[src/rtl/testimage_pkg.sv]
// Shared definitions for the test-image frame sequencer.
//   state_t      : sequencer FSM states
//   PAT_*        : cfg_pattern codes
//   rgb_pack()   : replicate an 8-bit level onto R, G and B ({R,G,B})
package testimage_pkg;

    typedef enum logic [2:0] {
        ST_IDLE      = 3'd0,
        ST_FSYNC     = 3'd1,
        ST_GAP       = 3'd2,
        ST_ACTIVE    = 3'd3,
        ST_FRAME_END = 3'd4
    } state_t;

    localparam logic [1:0] PAT_LINEAR  = 2'd0;
    localparam logic [1:0] PAT_HRAMP   = 2'd1;
    localparam logic [1:0] PAT_VRAMP   = 2'd2;
    localparam logic [1:0] PAT_CHECKER = 2'd3;

    function automatic logic [23:0] rgb_pack(input logic [7:0] p);
        return {p, p, p};
    endfunction

endpackage

[src/rtl/testimage_pattern_gen.sv]
// Registered pixel generator.
//   clk, rst_n : clock, asynchronous active-low reset (pixel clears to 0)
//   en         : load a new pixel; when low the pixel register holds
//   pattern    : pattern code (PAT_*)
//   x_lo, y_lo : low byte of the coordinates of the pixel being loaded
//   idx        : low byte of the linear index of the pixel being loaded
//   pixel      : registered pixel, {R,G,B} zero-extended to DATA_W
module testimage_pattern_gen
    import testimage_pkg::*;
#(
    parameter int DATA_W = 24
) (
    input  logic              clk,
    input  logic              rst_n,
    input  logic              en,
    input  logic [1:0]        pattern,
    input  logic [7:0]        x_lo,
    input  logic [7:0]        y_lo,
    input  logic [7:0]        idx,
    output logic [DATA_W-1:0] pixel
);

    logic [23:0] rgb_s;

    // Pixel value for the coordinates being loaded.
    always_comb begin
        rgb_s = 24'h000000;
        case (pattern)
            PAT_LINEAR:  rgb_s = rgb_pack(idx + 8'd1);
            PAT_HRAMP:   rgb_s = rgb_pack(x_lo);
            PAT_VRAMP:   rgb_s = rgb_pack(y_lo);
            PAT_CHECKER: rgb_s = (x_lo[5] ^ y_lo[5]) ? 24'hFFFFFF : 24'h000000;
            default:     rgb_s = 24'h000000;
        endcase
    end

    // Pixel register; holds while the sink stalls.
    always_ff @(posedge clk or negedge rst_n) begin
        if (!rst_n) begin
            pixel <= {DATA_W{1'b0}};
        end else if (en) begin
            pixel <= DATA_W'(rgb_s);
        end
    end

endmodule

[src/rtl/testimage_frame_seq.sv]
// Frame-level test-image sequencer feeding the VDMA S2MM AXI4-Stream input.
// A synchronised TESTON rising edge starts a run of cfg_frames frames (0 = until
// TESTON drops). Each frame: one-cycle s2mm_fsync, C_FSYNC_GAP idle cycles, then
// hsize*vsize beats with tuser on the first beat and tlast on every line end.
//   s_axi_aclk, s_axi_aresetn     : clock, asynchronous active-low reset
//   TESTON                        : run enable level (synchronised here)
//   cfg_hsize/vsize/frames/pattern: run configuration
//   m_axis_*                      : AXI4-Stream master (all outputs registered)
//   s2mm_fsync                    : frame-start pulse
//   TESTBUSY/TESTEND/TEST_CFGERR/TEST_FRAMECNT : status
module testimage_frame_seq
    import testimage_pkg::*;
#(
    parameter int C_M_AXIS_DATA_WIDTH = 24,
    parameter int C_DIM_WIDTH         = 12,
    parameter int C_FSYNC_GAP         = 16
) (
    input  logic                           s_axi_aclk,
    input  logic                           s_axi_aresetn,
    input  logic                           TESTON,
    input  logic [C_DIM_WIDTH-1:0]         cfg_hsize,
    input  logic [C_DIM_WIDTH-1:0]         cfg_vsize,
    input  logic [7:0]                     cfg_frames,
    input  logic [1:0]                     cfg_pattern,
    output logic [C_M_AXIS_DATA_WIDTH-1:0] m_axis_tdata,
    output logic                           m_axis_tvalid,
    input  logic                           m_axis_tready,
    output logic                           m_axis_tlast,
    output logic                           m_axis_tuser,
    output logic                           s2mm_fsync,
    output logic                           TESTBUSY,
    output logic                           TESTEND,
    output logic                           TEST_CFGERR,
    output logic [7:0]                     TEST_FRAMECNT
);

    localparam int GAP_W = $clog2(C_FSYNC_GAP + 1);
    localparam logic [GAP_W-1:0]       GAP_LAST = GAP_W'(C_FSYNC_GAP - 1);
    localparam logic [GAP_W-1:0]       GAP_ONE  = {{(GAP_W-1){1'b0}}, 1'b1};
    localparam logic [C_DIM_WIDTH-1:0] DIM_ZERO = {C_DIM_WIDTH{1'b0}};
    localparam logic [C_DIM_WIDTH-1:0] DIM_ONE  = {{(C_DIM_WIDTH-1){1'b0}}, 1'b1};

    state_t                 state_r, state_next_s;
    logic                   ton_meta_r, ton_sync_r, ton_prev_r;
    logic                   start_s, cfg_ok_s, xfer_s, eol_s, last_beat_s, load_s, more_s;
    logic [C_DIM_WIDTH-1:0] hsize_r, vsize_r, x_r, y_r, nx_s, ny_s, hsize_m1_s, vsize_m1_s;
    logic [1:0]             pattern_r;
    logic [7:0]             idx_r, nidx_s, frame_cnt_r, cnt_inc_s;
    logic [GAP_W-1:0]       gap_cnt_r;
    logic                   tvalid_r, tlast_r, tuser_r, fsync_r, busy_r, end_r, cfgerr_r;

    assign start_s     = ton_sync_r & ~ton_prev_r;
    assign cfg_ok_s    = (cfg_hsize != DIM_ZERO) && (cfg_vsize != DIM_ZERO);
    assign xfer_s      = tvalid_r & m_axis_tready;
    assign hsize_m1_s  = hsize_r - DIM_ONE;
    assign vsize_m1_s  = vsize_r - DIM_ONE;
    assign eol_s       = (x_r == hsize_m1_s);
    assign last_beat_s = eol_s && (y_r == vsize_m1_s);
    assign cnt_inc_s   = frame_cnt_r + 8'd1;
    assign more_s      = ton_sync_r && ((cfg_frames == 8'd0) || (cnt_inc_s < cfg_frames));

    // TESTON two-flop synchroniser plus previous value for edge detection.
    always_ff @(posedge s_axi_aclk or negedge s_axi_aresetn) begin
        if (!s_axi_aresetn) begin
            ton_meta_r <= 1'b0;
            ton_sync_r <= 1'b0;
            ton_prev_r <= 1'b0;
        end else begin
            ton_meta_r <= TESTON;
            ton_sync_r <= ton_meta_r;
            ton_prev_r <= ton_sync_r;
        end
    end

    // FSM state register.
    always_ff @(posedge s_axi_aclk or negedge s_axi_aresetn) begin
        if (!s_axi_aresetn) begin
            state_r <= ST_IDLE;
        end else begin
            state_r <= state_next_s;
        end
    end

    // Next state and the coordinates of the next beat to load into the output stage.
    // A beat is loaded on the last GAP cycle (first beat) and on every accepted
    // transfer except the final one, so tvalid stays high across line ends.
    always_comb begin
        state_next_s = state_r;
        load_s       = 1'b0;
        nx_s         = x_r;
        ny_s         = y_r;
        nidx_s       = idx_r;
        case (state_r)
            ST_IDLE: begin
                if (start_s && cfg_ok_s) begin
                    state_next_s = ST_FSYNC;
                end else begin
                    state_next_s = ST_IDLE;
                end
            end
            ST_FSYNC: state_next_s = ST_GAP;
            ST_GAP: begin
                if (gap_cnt_r == GAP_LAST) begin
                    state_next_s = ST_ACTIVE;
                    load_s       = 1'b1;
                    nx_s         = DIM_ZERO;
                    ny_s         = DIM_ZERO;
                    nidx_s       = 8'd0;
                end else begin
                    state_next_s = ST_GAP;
                end
            end
            ST_ACTIVE: begin
                if (xfer_s && last_beat_s) begin
                    state_next_s = ST_FRAME_END;
                end else if (xfer_s) begin
                    load_s = 1'b1;
                    nidx_s = idx_r + 8'd1;
                    if (eol_s) begin
                        nx_s = DIM_ZERO;
                        ny_s = y_r + DIM_ONE;
                    end else begin
                        nx_s = x_r + DIM_ONE;
                        ny_s = y_r;
                    end
                end else begin
                    state_next_s = ST_ACTIVE;
                end
            end
            ST_FRAME_END: begin
                if (more_s) begin
                    state_next_s = ST_FSYNC;
                end else begin
                    state_next_s = ST_IDLE;
                end
            end
            default: state_next_s = ST_IDLE;
        endcase
    end

    // Frame configuration latch, beat counters and gap timer.
    always_ff @(posedge s_axi_aclk or negedge s_axi_aresetn) begin
        if (!s_axi_aresetn) begin
            hsize_r   <= DIM_ZERO;
            vsize_r   <= DIM_ZERO;
            pattern_r <= PAT_LINEAR;
            x_r       <= DIM_ZERO;
            y_r       <= DIM_ZERO;
            idx_r     <= 8'd0;
            gap_cnt_r <= {GAP_W{1'b0}};
        end else begin
            if (state_r == ST_FSYNC) begin
                hsize_r   <= cfg_hsize;
                vsize_r   <= cfg_vsize;
                pattern_r <= cfg_pattern;
                x_r       <= DIM_ZERO;
                y_r       <= DIM_ZERO;
                idx_r     <= 8'd0;
                gap_cnt_r <= {GAP_W{1'b0}};
            end else if (state_r == ST_GAP) begin
                gap_cnt_r <= gap_cnt_r + GAP_ONE;
            end
            if (load_s) begin
                x_r   <= nx_s;
                y_r   <= ny_s;
                idx_r <= nidx_s;
            end
        end
    end

    // Stream side-band registers; loaded together with the pixel register.
    always_ff @(posedge s_axi_aclk or negedge s_axi_aresetn) begin
        if (!s_axi_aresetn) begin
            tvalid_r <= 1'b0;
            tlast_r  <= 1'b0;
            tuser_r  <= 1'b0;
        end else if (load_s) begin
            tvalid_r <= 1'b1;
            tlast_r  <= (nx_s == hsize_m1_s);
            tuser_r  <= (nx_s == DIM_ZERO) && (ny_s == DIM_ZERO);
        end else if (state_r == ST_ACTIVE && xfer_s) begin
            tvalid_r <= 1'b0;
            tlast_r  <= 1'b0;
            tuser_r  <= 1'b0;
        end
    end

    // Status flags, frame counter and frame-sync pulse.
    always_ff @(posedge s_axi_aclk or negedge s_axi_aresetn) begin
        if (!s_axi_aresetn) begin
            fsync_r     <= 1'b0;
            busy_r      <= 1'b0;
            end_r       <= 1'b0;
            cfgerr_r    <= 1'b0;
            frame_cnt_r <= 8'd0;
        end else begin
            fsync_r <= (state_next_s == ST_FSYNC);
            busy_r  <= (state_next_s != ST_IDLE);
            if (state_r == ST_IDLE && start_s) begin
                end_r <= 1'b0;
                if (cfg_ok_s) begin
                    cfgerr_r    <= 1'b0;
                    frame_cnt_r <= 8'd0;
                end else begin
                    cfgerr_r <= 1'b1;
                end
            end else if (state_r == ST_FRAME_END) begin
                frame_cnt_r <= cnt_inc_s;
                end_r       <= ~more_s;
            end
        end
    end

    testimage_pattern_gen #(
        .DATA_W (C_M_AXIS_DATA_WIDTH)
    ) u_pattern_gen (
        .clk     (s_axi_aclk),
        .rst_n   (s_axi_aresetn),
        .en      (load_s),
        .pattern (pattern_r),
        .x_lo    (nx_s[7:0]),
        .y_lo    (ny_s[7:0]),
        .idx     (nidx_s),
        .pixel   (m_axis_tdata)
    );

    assign m_axis_tvalid = tvalid_r;
    assign m_axis_tlast  = tlast_r;
    assign m_axis_tuser  = tuser_r;
    assign s2mm_fsync    = fsync_r;
    assign TESTBUSY      = busy_r;
    assign TESTEND       = end_r;
    assign TEST_CFGERR   = cfgerr_r;
    assign TEST_FRAMECNT = frame_cnt_r;

endmodule

[config.mk]
export PLATFORM = sky130hd
export DESIGN_NAME = testimage_frame_seq
export DESIGN_NICKNAME = d
export VERILOG_FILES = /design/src/rtl/testimage_pkg.sv /design/src/rtl/testimage_pattern_gen.sv /design/src/rtl/testimage_frame_seq.sv
export SDC_FILE = /design/constraint.sdc
export NUM_CORES = 1
export LEC_CHECK = 0
export ABC_CLOCK_PERIOD_IN_PS = 12900
export CAP_MARGIN = 20
export CORE_MARGIN = 10
export CORE_UTILIZATION = 49
export CTS_BUF_LIST = sky130_fd_sc_hd__clkbuf_16
export DETAILED_ROUTE_END_ITERATION = 6
export PLACE_DENSITY = 0.71
export SYNTH_ARGS = -nofsm -noshare
export SYNTH_HDL_FRONTEND = slang
export SYNTH_SLANG_ARGS = --single-unit
[constraint.sdc]
create_clock -name s_axi_aclk -period 12.9 [get_ports s_axi_aclk]
set_input_delay 2.58 -clock s_axi_aclk [delete_from_list [all_inputs] [get_ports s_axi_aclk]]
set_output_delay 2.58 -clock s_axi_aclk [all_outputs]
set_load 0.03 [all_outputs]
==> summary.md, run 1 <==
| Metric | Value |
|---|---|
| Status | completed |
| Worst slew pin tran | 0.960 ns |
| Core Rows | between 40 and 50 |
| Logic gate share of total power | 0.327 |
| Die W | roughly 140 um |
| Core footprint | 0.0138 mm2 |
| Top cell type's share of synthesized area | 0.337 |
| # clock sinks | 92 |
| Post-Syn Instances | roughly 840 |
| Clk buf depth | 2 |
| Leading area contributor after synthesis | dfrtp_1 |
| Library cells used by synthesis | 86 |
| Grt ovf | 0 |
| Post-cts hold buffer count | 0 |
| Dpl ws | 7.52 ns |
| Final-report hold violation count | 0 |
| Wirelength per Cell | 17.3 um |
| # setup viols final | 0 |
| Sequential Power Share | 0.395 |
| GPL Wtd Cong | approximately 0.94 |
| Post-CTS Setup Inserts | 0 |
| Post-synth EDFFs | 0 |
| Worst VDD drop | 0.0000838 V |
| Root Driver | clkbuf_16 |
| RSZ-0062 raised after global routing | false |
| Number of synthesized register bits | between 90 and 100 |
| Initial DRT Pass Iterations | 5 |
| Fraction of layout cells with a size suffix above 1 | 0.0611 |
| Commonest non-fill, non-tap cell in the layout | nand2_1 |
| Placed Area | 0.00749 mm2 |
| WP data required | 13.14 ns |
| Worst-path clk slew | roughly 0.070 ns |
| Critical path arrival | 5.30 ns |
| Setup TNS | 0 ns |
| Psw | 0.337 mW |
| Critical path buffers and inverters | 1 |
| Most frequent cells in the layout | nand2_1, dfrtp_1, clkdlybuf4s50_1 |
| CTS tree | done |
| Worst Path Max Fanout | 11 |
| Ys async rst share | 1.00 |
| Avg Vias per Cell | 5.89 |
| Final wirelength | 18.1 mm |
| Area delta synth->final | 13.6% |
| Internal Power | 0.559 mW |
| Seq/Total Area, Yosys | 0.337 |
| Clock Skews | approximately 0.009 ns |
| PwrDens | 115 mW/mm2 |
| Die ar. | 0.0191 mm2 |
| Slowest stage delay, CP | 0.86 ns |
| PnR worst setup slack | between 7 and 8 ns |
| Primary FF master, synth | dfrtp_1 |
| Critical path, cell by cell | clkdlybuf4s50_1, nand2_1, nor4_2, a211oi_1, a21o_4, xor2_2, a31oi_2, o211a_1, o22ai_2 |
| Die Y | 138 um |
| Syn nets | 896 |
| Min-delay worst type | reg2reg |
| Final instance area | 0.00776 mm2 |
| Final period utilization | 0.393 |
| Slew margin rel. | 0.355 |
| Ant diodes | 0 |
| Max stage delay cell, worst path | nor4_2 |
| Mapped Area | about 0.0068 mm2 |
| Ports | 77 |
| Clock share of power | 0.278 |
| Gr usage total | 0.184 |
| Core Util, Final | 0.563 |
| Vias in the first global route | 5,645 |
| Synth warnings | 0 |
| Family with the most delay on the worst path | compound AO/OA/AOI/OAI gates |
| First-pass GRT wire length | 29.5 mm |
| Routed vias | approximately 6,200 |
| Final HPWL DP | 13.2 mm |
| Switching Share | 0.376 |
| Largest net degree at the start of global routing | 51 |
| Synth area leaders | dfrtp_1, nand2_1, xnor2_1 |
| Placed instance count | slightly above 1,000 |
| Post-route ant nets | 0 |
| CTS H-tree lvls | 3 |
| Startpoint Class | primary input |
| Final Net Count | a little over 900 |
| # resized after CTS | 0 |
| Crit. End Element | flip-flop |
| # DRC | 0 |
| Final-report max-slew violation count | 0 |
| CTS Buf Count | 9 |
| MaxCap Viol Count | 0 |
| Min cycle time layout | 5.07 ns |
| Initial core utilization | 0.496 |
| Final cell count without fillers | approximately 1,000 |
| Crit Path Class | in2reg |
| Leakage | 3.21 nW |
| Buffers on Ports | 76 |
| Initial antenna violation count | 0 |
| Post-Syn Area per Cell | 8.11 um2 |
| FMAX | 197 MHz |
| Worst-Skew Late Latency | 0.36 ns |
| Initial drt markers | 543 |
state kept, by name (all words and copies together), names as in the netlist, 2 cells and up:
register / flops
hsize_r: 12
vsize_r: 12
x_r: 12
y_r: 12
TEST_FRAMECNT: 8
idx_r: 8
u_pattern_gen.pixel: 8
gap_cnt_r: 5
state_r: 3
pattern_r: 2
area by class of cell:
class / instances / area [um2]
Fill cell: 1303 / 6010
Multi-Input combinational cell: 654 / 4080
Sequential cell: 92 / 2300
Timing Repair Buffer: 81 / 796
Clock buffer: 9 / 225
Tap cell: 180 / 225
Inverter: 24 / 90.1
Clock inverter: 7 / 41.3
Yosys cell counts (all sizes together), types with 4 or more instances:
cell type / n
a211oi: 4
a21boi: 4
a21oi: 12
a22oi: 5
a31oi: 6
and2: 7
and3: 18
buf: 28
clkbuf: 44
dfrtp: 92
ha: 16
inv: 24
mux2i: 7
nand2: 169
nand2b: 8
nand3: 60
nand4: 14
nor2: 36
nor3: 26
nor3b: 6
nor4: 21
o211ai: 8
o21a: 7
o21ai: 67
o22ai: 5
o31a: 4
o31ai: 14
or3: 11
or4: 7
xnor2: 43
xor2: 18
per-layer routing:
metal,part of all wire,vias up,track usage
met5,0,-,0
met4,0.011,0,0.0477
met3,0.077,20,0.0455
met2,0.43,231,0.274
met1,0.48,2899,0.258
li1,-,3022,-
worst reg2reg max path, stage by stage (launching register included):
cell and delay, ns:
dfrtp_1 0.55, or4_4 0.63, or4_1 0.48, xnor2_1 0.21, or3_1 0.44, nor4_2 0.81, a211oi_1 0.14, a21o_4 0.28
xor2_2 0.19, a31oi_2 0.38, o211a_1 0.23, o22ai_2 0.07
path summary, 6_finish.rpt:
kind	from	end	slack, ns	depth (start not counted)
max	m_axis_tready	u_pattern_gen.pixel[22]	7.83	9
min in group asynchronous	s_axi_aresetn	idx_r[2]	2.20	1
min reg2reg	ton_meta_r	ton_sync_r	0.35	0
min	ton_meta_r	ton_sync_r	0.35	0
max in group asynchronous	s_axi_aresetn	TEST_CFGERR	9.64	2
max reg2reg	hsize_r[4]	u_pattern_gen.pixel[22]	8.37	11
kinds of logic (layout without fill, tap and decap cells):
| group | count (synthesis) | in the layout | synth area share |
|---|---|---|---|
| flip-flops | 92 | 92 | 0.337 |
| buffers and inverters | 96 | 121 | 0.0663 |
| adder cells (fa/ha/maj) | 16 | 16 | 0.0293 |
| XOR/XNOR | 64 | 64 | 0.0894 |
| multiplexers | 10 | 10 | 0.0158 |
| AND/OR/NAND/NOR | 403 | 403 | 0.297 |
| AO/OA/AOI/OAI | 161 | 161 | 0.165 |
power by group through the flow:
stage / Sequential [mW] / Combinational [mW] / Clock (mW)
6_report: 0.354 / 0.293 / 0.249
3_5_place_dp: 0.358 / 0.293 / 0
5_1_grt: 0.359 / 0.315 / 0.265
4_1_cts: 0.353 / 0.293 / 0.253
3_3_place_gp: 0.358 / 0.292 / 0
2_1_floorplan: 0.365 / 0.190 / 0
through the flow:
stage | hold WS, ns | power (mW)
2_1_floorplan | 0.331 | 0.555
3_3_place_gp | 0.338 | 0.650
3_5_place_dp | 0.338 | 0.651
4_1_cts | 0.354 | 0.900
5_1_grt | 0.361 | 0.939
6_report | 0.351 | 0.896
Power figures use the tool's default switching activity.
==> inputs of run 2 (changes only) <==
--- a/config.mk
+++ b/config.mk
@@ -5,7 +5,7 @@
 export SDC_FILE = /design/constraint.sdc
 export NUM_CORES = 1
 export LEC_CHECK = 0
-export ABC_CLOCK_PERIOD_IN_PS = 12900
+export ABC_CLOCK_PERIOD_IN_PS = 4900
 export CAP_MARGIN = 20
 export CORE_MARGIN = 10
 export CORE_UTILIZATION = 49
==> constraint.sdc (replaced) <==
create_clock -name s_axi_aclk -period 4.9 [get_ports s_axi_aclk]
set_input_delay 0.98 -clock s_axi_aclk [delete_from_list [all_inputs] [get_ports s_axi_aclk]]
set_output_delay 0.98 -clock s_axi_aclk [all_outputs]
set_load 0.03 [all_outputs]
==> run 2 against run 1 <==
Effect of this change: sequential cell count is the same; sequential share of layout area down 0.15 points; die area did not move; wire length is 1.6% higher; worst hold slack improved by 0.0011 ns; first-iteration DRC count grew 3.1%; critical path type is now reg2reg; combinational power rose to 2.7 times the previous value.
==> summary.md, run 2 (synthesis results as in run 1) <==
| Metric | Value |
|---|---|
| Post-CTS Setup Inserts | 0 (unchanged) |
| Ports | 77 (unchanged) |
| Fraction of layout cells with a size suffix above 1 | 0.0654 (+0.00431) |
| CTS tree | done |
| FMAX | 244 MHz |
| Ant diodes | 0 (unchanged) |
| MaxCap Viol Count | 0 (unchanged) |
| Clk buf depth | 2 (unchanged) |
| Root Driver | clkbuf_16 |
| Vias in the first global route | 5,619 (-0.46%) |
| Initial core utilization | 0.496 (unchanged) |
| Final Net Count | 920 (+0.44%) |
| Worst slew pin tran | 1.01 ns (+0.0507 ns) |
| Final wirelength | 18.3 mm (+1.6%) |
| Worst Path Max Fanout | 16 (+5) |
| Worst hold start | ton_meta_r |
| WP data required | 5.13 ns (-8.01 ns) |
| CTS Buf Count | 9 (unchanged) |
| RSZ-0062 raised after global routing | false |
| Avg Vias per Cell | 5.94 (+0.70%) |
| Area delta synth->final | 14.2% |
| Die Y | 138 um (unchanged) |
| PwrDens | 307 mW/mm2 (+170%) |
| Worst-Skew Late Latency | 0.36 ns (about the same) |
| Clock Skews | 0.00612 ns (-0.00265 ns) |
| Crit Path Class | reg2reg |
| WHS Path Cells | 0 (unchanged) |
| CTS H-tree lvls | 3 (unchanged) |
| Post-cts hold buffer count | 0 (unchanged) |
| Most frequent cells in the layout | nand2_1, dfrtp_1, clkdlybuf4s50_1 |
| Setup TNS | 0 ns (unchanged) |
| First-pass GRT wire length | 29.9 mm (+1.5%) |
| Core Rows | 43 (unchanged) |
| Reg2Reg Setup Slack | 0.79 ns (-7.58 ns) |
| Initial antenna violation count | 0 (unchanged) |
| Commonest non-fill, non-tap cell in the layout | nand2_1 |
| Worst reg2reg endpoint | u_pattern_gen.pixel[15] |
| Final-report hold violation count | 0 (unchanged) |
| Final period utilization | 0.838 |
| Worst-path clk slew | 0.07 ns (about the same) |
| GPL Wtd Cong | 0.956 (+1.5%) |
| Startpoint Class | flip-flop |
| # clock sinks | 92 (unchanged) |
| Routed vias | 6,239 (+1.1%) |
| Die W | 138 um (unchanged) |
| Min-delay worst type | reg2reg |
| Die ar. | 0.0191 mm2 (unchanged) |
| Buffers on Ports | 76 (unchanged) |
| # resized after CTS | 0 (unchanged) |
| Final-report max-slew violation count | 0 (unchanged) |
| Initial DRT Pass Iterations | 7 (+2) |
| Gr usage total | 0.185 (+0.00136) |
| Status | completed |
| Post-route ant nets | 0 (unchanged) |
| Final HPWL DP | 13.4 mm (+1.3%) |
| Crit. End Element | flip-flop |
| Worst reg2reg path startpoint | hsize_r[4] |
| Worst VDD drop | 0.000184 V (+120%) |
| Power Total | 2.40 mW (+170%) |
| Largest net degree at the start of global routing | 66 (+29%) |
| # DRC | 0 (unchanged) |
| Slew margin rel. | 0.323 (-0.0316) |
| Worst hold path endpoint | ton_sync_r |
| Min cycle time layout | 4.11 ns |
| Core footprint | 0.0138 mm2 (unchanged) |
| R2R cell count | 11 (unchanged) |
| Leakage | 3.25 nW (+1.1%) |
| Initial drt markers | 560 (+3.1%) |
| Critical path arrival | 4.34 ns (-0.96 ns) |
| Grt ovf | 0 (unchanged) |
| # setup viols final | 0 (unchanged) |
| Wirelength per Cell | 17.5 um (+1.2%) |
-- run 2: power by group --
| part | total (mW) | internal [mW] | switching (mW) |
|---|---|---|---|
| Combinational | 0.787 | 0.314 | 0.473 |
| Sequential | 0.930 | 0.823 | 0.107 |
| Clock | 0.679 | 0.349 | 0.330 |
| Total | 2.40 | 1.49 | 0.910 |
-- run 2: worst max path at each step --
| stage | startpoint | endpoint | slack (ns) | cells after the start |
|---|---|---|---|---|
| 2_1_floorplan | hsize_r[3] | u_pattern_gen.pixel[22] | 0.81 | 16 |
| 3_3_place_gp | hsize_r[4] | u_pattern_gen.pixel[15] | 0.93 | 11 |
| 3_5_place_dp | hsize_r[4] | u_pattern_gen.pixel[15] | 0.84 | 11 |
| 4_1_cts | hsize_r[4] | u_pattern_gen.pixel[15] | 0.82 | 11 |
| 5_1_grt | hsize_r[0] | u_pattern_gen.pixel[15] | 0.46 | 13 |
| 6_report | hsize_r[4] | u_pattern_gen.pixel[15] | 0.79 | 11 |
-- run 2: final cells by class --
type,count,area [um2]
Fill cell,1304,5970
Multi-Input combinational cell,654,4080
Sequential cell,92,2300
Timing Repair Buffer,85,826
Clock buffer,9,225
Tap cell,180,225
Inverter,24,90.1
Clock inverter,7,50.0
-- run 2: metrics by stage --
| step | utilization | instance area (um2) | instances | setup slack, ns | hold slack, ns |
|---|---|---|---|---|---|
| after floorplan | - | 6830 | 842 | 0.809 | 0.331 |
| after global placement | 0.546 | 7520 | 1035 | 0.934 | 0.341 |
| after detailed placement | 0.546 | 7520 | 1035 | 0.835 | 0.339 |
| after CTS | 0.566 | 7800 | 1051 | 0.818 | 0.355 |
| after global routing | 0.566 | 7800 | 1051 | 0.457 | 0.358 |
| final | 0.566 | 7800 | 1051 | 0.793 | 0.352 |
-- run 2: per-layer routing --
metal | share of wire | up-vias | global-route usage
met5 | 0 | - | 0
met4 | 0.020 | 0 | 0.0505
met3 | 0.074 | 33 | 0.0497
met2 | 0.43 | 232 | 0.271
met1 | 0.47 | 2954 | 0.260
li1 | - | 3020 | -
-- run 2: critical path: stages (launching register included) --
cell and delay [ns]:
dfrtp_1 0.55, or4_4 0.63, or4_1 0.48, xnor2_1 0.20, nor4_4 0.37, nand2_4 0.19
o31ai_4 0.51, a21o_4 0.25, xor2_2 0.09, a31oi_2 0.39, o311a_1 0.23, o22ai_1 0.08
